## src/rtl/fighter_pkg.sv

```systemverilog
// rtl/fighter_pkg.sv - shared state codes, default frame lengths and stun-length helper
// Purpose: common definitions for the per-player fighter state machine.
//   fighter_state_t : 4-bit action state codes (0..10)
//   DEF_*           : default frame-length constants
//   stun_len()      : stun length from (hit/block, attacker used directional)
package fighter_pkg;

    typedef enum logic [3:0] {
        ST_IDLE         = 4'd0,
        ST_BACKWARD     = 4'd1,
        ST_FORWARD      = 4'd2,
        ST_ATK_START    = 4'd3,
        ST_ATK_ACTIVE   = 4'd4,
        ST_ATK_RECOVERY = 4'd5,
        ST_DIR_START    = 4'd6,
        ST_DIR_ACTIVE   = 4'd7,
        ST_DIR_RECOVERY = 4'd8,
        ST_HITSTUN      = 4'd9,
        ST_BLOCKSTUN    = 4'd10
    } fighter_state_t;

    localparam int DEF_CNT_W            = 6;
    localparam int DEF_ATK_START        = 5;
    localparam int DEF_ATK_ACTIVE       = 2;
    localparam int DEF_ATK_RECOVERY     = 16;
    localparam int DEF_DIR_START        = 4;
    localparam int DEF_DIR_ACTIVE       = 3;
    localparam int DEF_DIR_RECOVERY     = 15;
    localparam int DEF_HITSTUN_OFFSET   = 1;
    localparam int DEF_BLOCKSTUN_OFFSET = 3;
    localparam int DEF_BUF_FRAMES       = 3;

    // Stun length is the attacker's recovery minus a hit- or block-specific
    // offset, so the attacker's frame advantage is fixed by the offsets.
    function automatic int stun_len(input logic is_block, input logic dir_src,
                                    input int atk_rec, input int dir_rec,
                                    input int hit_off, input int blk_off);
        int rec;
        rec = dir_src ? dir_rec : atk_rec;
        return rec - (is_block ? blk_off : hit_off);
    endfunction

endpackage

```

## src/rtl/fighter_input_buffer.sv

```systemverilog
// rtl/fighter_input_buffer.sv - attack press edge detector and recovery input buffer
// Purpose: detects rising edges of attack (sampled on frame ticks only) and holds
// one buffered press issued near the end of a recovery state.
// Ports:
//   clk, reset          clock, asynchronous active-high reset
//   frame_tick          update strobe; all registers hold without it
//   attack, left, right debounced pad levels
//   in_recovery         FSM is in a recovery state
//   frame_counter       frames elapsed in the current state
//   rec_len             length of the current recovery state in frames
//   clear               drop the slot on this tick (stun entry, recovery exit)
//   press               rising edge of attack relative to the last tick
//   slot_valid          slot occupied (registered)
//   take_valid/take_dir slot contents including a press stored on this tick
import fighter_pkg::*;

module fighter_input_buffer #(
    parameter int CNT_W      = DEF_CNT_W,
    parameter int BUF_FRAMES = DEF_BUF_FRAMES
) (
    input  logic             clk,
    input  logic             reset,
    input  logic             frame_tick,
    input  logic             attack,
    input  logic             left,
    input  logic             right,
    input  logic             in_recovery,
    input  logic [CNT_W-1:0] frame_counter,
    input  logic [CNT_W:0]   rec_len,
    input  logic             clear,
    output logic             press,
    output logic             slot_valid,
    output logic             take_valid,
    output logic             take_dir
);

    localparam int WW = CNT_W + 2;

    logic attack_q;
    logic slot_dir;
    logic in_window;
    logic store;

    assign press = attack & ~attack_q;

    // counter >= len - BUF_FRAMES, rearranged to avoid an underflowing subtract
    assign in_window = (BUF_FRAMES > 0) &&
                       (({2'b00, frame_counter} + WW'(BUF_FRAMES)) >= {1'b0, rec_len});

    // first press in the window wins
    assign store = frame_tick & in_recovery & press & in_window & ~slot_valid;

    // a press landing on the exit tick itself still counts
    assign take_valid = slot_valid | store;
    assign take_dir   = slot_valid ? slot_dir : (left ^ right);

    always_ff @(posedge clk or posedge reset) begin
        if (reset) begin
            attack_q   <= 1'b0;
            slot_valid <= 1'b0;
            slot_dir   <= 1'b0;
        end else if (frame_tick) begin
            attack_q <= attack;
            if (clear) begin
                slot_valid <= 1'b0;
                slot_dir   <= 1'b0;
            end else if (store) begin
                slot_valid <= 1'b1;
                slot_dir   <= left ^ right;
            end
        end
    end

endmodule

```

## src/rtl/fighter_state_fsm.sv

```systemverilog
// rtl/fighter_state_fsm.sv - per-player fighter action state machine
// Purpose: turns debounced pad levels and collision results into the action
// state, advancing only on frame ticks.
// Ports:
//   clk, reset                 clock, asynchronous active-high reset
//   frame_tick                 one-cycle strobe per video frame
//   left, right, attack        debounced pad levels
//   got_hit, got_blocked       tick-aligned collision results
//   src_dir                    attacker used a directional attack
//   state                      current state code
//   frame_counter              frames elapsed in the current state
//   move_flag                  BACKWARD or FORWARD
//   attack_flag                start/active of either attack
//   directional_attack_flag    DIR_START or DIR_ACTIVE
//   hitbox_active              ATK_ACTIVE or DIR_ACTIVE
//   stunned                    HITSTUN or BLOCKSTUN
//   buffered                   recovery buffer slot occupied
import fighter_pkg::*;

module fighter_state_fsm #(
    parameter int CNT_W            = DEF_CNT_W,
    parameter int ATK_START        = DEF_ATK_START,
    parameter int ATK_ACTIVE       = DEF_ATK_ACTIVE,
    parameter int ATK_RECOVERY     = DEF_ATK_RECOVERY,
    parameter int DIR_START        = DEF_DIR_START,
    parameter int DIR_ACTIVE       = DEF_DIR_ACTIVE,
    parameter int DIR_RECOVERY     = DEF_DIR_RECOVERY,
    parameter int HITSTUN_OFFSET   = DEF_HITSTUN_OFFSET,
    parameter int BLOCKSTUN_OFFSET = DEF_BLOCKSTUN_OFFSET,
    parameter int BUF_FRAMES       = DEF_BUF_FRAMES
) (
    input  logic             clk,
    input  logic             reset,
    input  logic             frame_tick,
    input  logic             left,
    input  logic             right,
    input  logic             attack,
    input  logic             got_hit,
    input  logic             got_blocked,
    input  logic             src_dir,
    output logic [3:0]       state,
    output logic [CNT_W-1:0] frame_counter,
    output logic             move_flag,
    output logic             attack_flag,
    output logic             directional_attack_flag,
    output logic             hitbox_active,
    output logic             stunned,
    output logic             buffered
);

    // one bit wider than the counter so a length of 2^CNT_W is representable
    localparam int LW = CNT_W + 1;

    fighter_state_t   state_q, state_d;
    logic [CNT_W-1:0] cnt_q, cnt_d;
    logic [LW-1:0]    stun_len_q, stun_len_d;
    logic [LW-1:0]    cur_len;
    logic             phase_done;
    logic             in_recovery;
    logic             stun_in;
    logic             buf_clear;
    logic             press;
    logic             take_valid;
    logic             take_dir;

    fighter_input_buffer #(
        .CNT_W      (CNT_W),
        .BUF_FRAMES (BUF_FRAMES)
    ) u_input_buffer (
        .clk           (clk),
        .reset         (reset),
        .frame_tick    (frame_tick),
        .attack        (attack),
        .left          (left),
        .right         (right),
        .in_recovery   (in_recovery),
        .frame_counter (cnt_q),
        .rec_len       (cur_len),
        .clear         (buf_clear),
        .press         (press),
        .slot_valid    (buffered),
        .take_valid    (take_valid),
        .take_dir      (take_dir)
    );

    always_comb begin
        case (state_q)
            ST_ATK_START:               cur_len = LW'(ATK_START);
            ST_ATK_ACTIVE:              cur_len = LW'(ATK_ACTIVE);
            ST_ATK_RECOVERY:            cur_len = LW'(ATK_RECOVERY);
            ST_DIR_START:               cur_len = LW'(DIR_START);
            ST_DIR_ACTIVE:              cur_len = LW'(DIR_ACTIVE);
            ST_DIR_RECOVERY:            cur_len = LW'(DIR_RECOVERY);
            ST_HITSTUN, ST_BLOCKSTUN:   cur_len = stun_len_q;
            default:                    cur_len = LW'(1);
        endcase
    end

    assign phase_done  = ({1'b0, cnt_q} == (cur_len - LW'(1)));
    assign in_recovery = (state_q == ST_ATK_RECOVERY) || (state_q == ST_DIR_RECOVERY);
    assign stun_in     = got_hit | got_blocked;
    assign buf_clear   = stun_in | (in_recovery & phase_done);

    always_comb begin
        state_d    = state_q;
        cnt_d      = cnt_q;
        stun_len_d = stun_len_q;
        if (frame_tick) begin
            if (got_hit) begin
                state_d    = ST_HITSTUN;
                stun_len_d = LW'(stun_len(1'b0, src_dir, ATK_RECOVERY, DIR_RECOVERY,
                                          HITSTUN_OFFSET, BLOCKSTUN_OFFSET));
            end else if (got_blocked) begin
                state_d    = ST_BLOCKSTUN;
                stun_len_d = LW'(stun_len(1'b1, src_dir, ATK_RECOVERY, DIR_RECOVERY,
                                          HITSTUN_OFFSET, BLOCKSTUN_OFFSET));
            end else begin
                case (state_q)
                    ST_IDLE, ST_BACKWARD, ST_FORWARD: begin
                        // a press with both directions held falls through to movement
                        if (press && (left ^ right))          state_d = ST_DIR_START;
                        else if (press && !left && !right)    state_d = ST_ATK_START;
                        else if (left && !right)              state_d = ST_BACKWARD;
                        else if (right && !left)              state_d = ST_FORWARD;
                        else                                  state_d = ST_IDLE;
                    end
                    ST_ATK_START:  if (phase_done) state_d = ST_ATK_ACTIVE;
                    ST_ATK_ACTIVE: if (phase_done) state_d = ST_ATK_RECOVERY;
                    ST_DIR_START:  if (phase_done) state_d = ST_DIR_ACTIVE;
                    ST_DIR_ACTIVE: if (phase_done) state_d = ST_DIR_RECOVERY;
                    ST_ATK_RECOVERY, ST_DIR_RECOVERY: begin
                        if (phase_done) begin
                            if (take_valid) state_d = take_dir ? ST_DIR_START : ST_ATK_START;
                            else            state_d = ST_IDLE;
                        end
                    end
                    ST_HITSTUN, ST_BLOCKSTUN: if (phase_done) state_d = ST_IDLE;
                    default:                  state_d = ST_IDLE;
                endcase
            end
            // a stun restarts the counter even when re-entering the same stun state
            cnt_d = (stun_in || (state_d != state_q)) ? '0 : cnt_q + CNT_W'(1);
        end
    end

    always_ff @(posedge clk or posedge reset) begin
        if (reset) begin
            state_q    <= ST_IDLE;
            cnt_q      <= '0;
            stun_len_q <= '0;
        end else begin
            state_q    <= state_d;
            cnt_q      <= cnt_d;
            stun_len_q <= stun_len_d;
        end
    end

    assign state                   = state_q;
    assign frame_counter           = cnt_q;
    assign move_flag               = (state_q == ST_BACKWARD) || (state_q == ST_FORWARD);
    assign attack_flag             = (state_q == ST_ATK_START) || (state_q == ST_ATK_ACTIVE) ||
                                     (state_q == ST_DIR_START) || (state_q == ST_DIR_ACTIVE);
    assign directional_attack_flag = (state_q == ST_DIR_START) || (state_q == ST_DIR_ACTIVE);
    assign hitbox_active           = (state_q == ST_ATK_ACTIVE) || (state_q == ST_DIR_ACTIVE);
    assign stunned                 = (state_q == ST_HITSTUN) || (state_q == ST_BLOCKSTUN);

endmodule

```

## config.mk

```make
export PLATFORM = sky130hd
export DESIGN_NAME = fighter_state_fsm
export DESIGN_NICKNAME = d
export VERILOG_FILES = /design/src/rtl/fighter_pkg.sv /design/src/rtl/fighter_input_buffer.sv /design/src/rtl/fighter_state_fsm.sv
export SDC_FILE = /design/constraint.sdc
export NUM_CORES = 1
export LEC_CHECK = 0
export BUFFER_PORTS_ARGS = -buffer_cell sky130_fd_sc_hd__buf_2
export CAP_MARGIN = 10
export CORE_ASPECT_RATIO = 0.6
export CORE_UTILIZATION = 58
export DETAILED_ROUTE_END_ITERATION = 7
export MAX_ROUTING_LAYER = met4
export PLACE_DENSITY = 0.81
export SYNTH_ARGS = -nofsm -noshare
export SYNTH_HDL_FRONTEND = slang
export SYNTH_HIERARCHICAL = 1
export SYNTH_SLANG_ARGS = --single-unit
```

## constraint.sdc

```tcl
create_clock -name clk -period 4.3 [get_ports clk]
set_input_delay 0.43 -clock clk [delete_from_list [all_inputs] [get_ports clk]]
set_output_delay 0.43 -clock clk [all_outputs]
set_load 0.05 [all_outputs]
```

==> impl_metrics.json <==
{
  "status": "finished, final reports clean",
  "fillCellCount": 257,
  "worst-slew-pin-transition_ns": 0.948,
  "finalSetupViolCount": 0,
  "cts_buffers": 3,
  "antenna_found_initial": 0,
  "swShare_pct": 49.1,
  "io_buffers": 24,
  "p_leak_uw": 0.000953,
  "fmax_mhz": 258,
  "internal-power_uw": 427,
  "num_vias": 1824,
  "die_h_um": 45.9,
  "placed_cells": 300,
  "drt-met1-wl_um": 2340,
  "cts_tree": "yes",
  "syn_inst": 238,
  "synth_cell_types": 63,
  "worstSetupPathType": "reg2reg",
  "wl_met3_um": 473,
  "grt_pass1_wl_um": 7500,
  "avgRoutedWirePerCell_um": 15.2,
  "seqPwrFrac_pct": 24.4,
  "htreeDepth": 1,
  "power_uw": 839,
  "dp_hpwl_um": 3660,
  "crit_path_max_incr_delay_ns": 0.50,
  "yosysWarningCount": 6,
  "initial_core_util_pct": 62.8,
  "drive_gt1_share_pct": 22.1,
  "crit_path_cell_trace": "buf_4, nor4bb_1, a31oi_1, nand2_1, inv_1, ha_1, nand2_1, o21ai_2, a21oi_2, o21bai_1, inv_1, or3_1, o31ai_1, nand2_1, o21ai_0, o22ai_4, a41oi_1, a31oi_1",
  "ios": 25,
  "synth_edf_count": 0,
  "holdCritPathClass": "in2async",
  "synth.avg_cell_area_sq_um": 7.83,
  "wl_met2_um": 1800,
  "final-hold-violation-count": 0,
  "stdcell_area_sq_mm": 0.00208,
  "insertion_delay_ns": 0.25,
  "ant_nets": 0,
  "period_share_pct": 90.3,
  "cp_top_family": "compound AO/OA/AOI/OAI gates",
  "seq_area_frac_synth_pct": 21.5,
  "grt_usage_pct": 30.7,
  "ys_ff_latch": 16,
  "rsz0062_at_grt": "no",
  "place_area_sq_mm": 0.00202,
  "period_needed_ns": 3.88,
  "final_cell_mix": "28 x inv_1, 24 x buf_2, 22 x nand2_1",
  "endpoint_kind": "flop",
  "cts_sinks": 16,
  "fin_tns_setup_ns": 0,
  "synth_ff_type": "dfrtp_1",
  "die_x_um": 75.2,
  "viasPerCell": 6.00,
  "drc": 0,
  "timing.critical_path.mode_cell": "nand2_1",
  "syn_area_sq_mm": 0.00186,
  "gp_congestion": 0.926,
  "regArea_sq_um": 403,
  "fp.dieArea_sq_mm": 0.00345,
  "multiInputGateArea_sq_mm": 0.00129,
  "cpMaxStageDelayCell": "dfrtp_1",
  "worstPathRequired_ns": 4.41,
  "mostFrequentLayoutCell": "inv_1",
  "gr-total-overflow": 0,
  "power_density_mw_per_mm2": 403,
  "path_max_fanout": 11,
  "crit_buf_inv": 3,
  "synth-async-reset-ratio_pct": 100,
  "highest_layer": "met4",
  "fin_hold_ws_ns": 0.0460,
  "pwr-share-comb_pct": 59.3,
  "crit_arrival_ns": 4.00,
  "start_kind": "flop",
  "grt_max_degree": 28,
  "finalNonFillerCells": 304,
  "syn2layout_area_growth_pct": 11.8,
  "p_switching_uw": 412,
  "slew_violations": 0,
  "fp.coreArea_sq_mm": 0.00297,
  "cap_violations": 0,
  "num_rows": 15,
  "first_pass_iters": 4,
  "power.share.clock_pct": 16.4,
  "antennaDiodeCount": 0,
  "grt_pass1_vias": 1457,
  "final_net_count": 283,
  "cts_buffer_depth": 2,
  "wirelength_um": 4620,
  "worst_ir_drop_vdd_v": 0.000254,
  "path_clk_slew_ns": 0.07,
  "relSlewSlack_pct": 36.7,
  "r2r_slack_ns": 0.42,
  "finClkSkew_ns": 0.00589,
  "cts_root_buf": "clkbuf_8",
  "drtIter0Drc": 249
}
==> registers in the layout (all words and copies together) (netlist names) <==
name and flops:
u_input_buffer/slot_valid 1, stun_len_q 3, state 4, frame_counter 6, u_input_buffer/slot_dir 1, u_input_buffer/attack_q 1
==> Yosys cell counts (all sizes together), types with 3 or more instances <==
master	n	area (sq um)
a21oi	15	82.6
a22o	3	26.3
a31oi	3	18.8
and3	3	18.8
buf	7	51.3
clkbuf	5	18.8
dfrtp	16	400
ha	11	138
inv	28	105
mux2	3	33.8
nand2	23	88.8
nand2b	12	75.1
nand3	7	47.6
nand4	4	25.0
nor2	19	73.8
nor2b	4	32.5
nor3	4	20.0
o2111ai	3	32.5
o21ai	12	63.8
o22ai	7	57.6
o311ai	3	41.3
o31ai	6	50.1
xnor2	6	52.6
xor2	6	52.6
==> area by class of cell <==
| type | instances | share of cell area, % |
|---|---|---|
| well taps | 42 | 2.52 |
| clock buffers | 4 | 2.64 |
| repair buffers | 31 | 8.29 |
| multi-input cells | 183 | 62.1 |
| inverters | 28 | 5.05 |
| flip-flops and latches | 16 | 19.4 |
==> path summary, 6_finish.rpt <==
path / start / to / cells past startpoint
min in group clk: src_dir / stun_len_q[0] / 2
worst min register to register: u_input_buffer/attack_q / u_input_buffer/attack_q / 1
worst max-delay path: state[2] / frame_counter[3] / 18
max in group asynchronous: reset / state[1] / 2
worst max register to register: state[2] / frame_counter[3] / 18
worst min-delay path: reset / u_input_buffer/slot_valid / 2
==> layer usage <==
| metal | GRT usage [%] | vias up |
|---|---|---|
| met2 | 38.6 | 79 |
| met5 | - | - |
| met1 | 50.3 | 854 |
| met4 | 3.33 | 0 |
| li1 | - | 889 |
| met3 | 5.09 | 2 |
==> kinds of logic after synthesis <==
group	count (synthesis)	synth area share, %
AO/OA/AOI/OAI	66	27.0
other	1	0.201
adder cells (fa/ha/maj)	12	7.99
buffers and inverters	40	9.40
multiplexers	4	2.35
flip-flops	16	21.5
XOR/XNOR	12	5.64
AND/OR/NAND/NOR	87	25.9
==> power groups by stage <==
| stage | clock network [uW] | registers, uW | logic (uW) |
|---|---|---|---|
| final | 137 | 204 | 497 |
| after global routing | 147 | 208 | 547 |
| after CTS | 140 | 201 | 493 |
| after detailed placement | 0 | 204 | 491 |
| after global placement | 0 | 203 | 484 |
| after floorplan | 0 | 214 | 392 |
==> what timing repair did <==
action	in CTS	in global routing
setup buffers	0	0
setup endpoints to repair	0	4
hold buffers	0	0
resized for setup	0	2
==> metrics by stage <==
step,utilization (%),setup slack (ns)
detailed placement,68.3,0.395
global route,70.2,0.0390
finish,70.2,0.419
floorplan,-,0.237
global placement,68.3,0.438
CTS,70.1,0.369
Note: power is estimated with default switching activity, not from simulation.
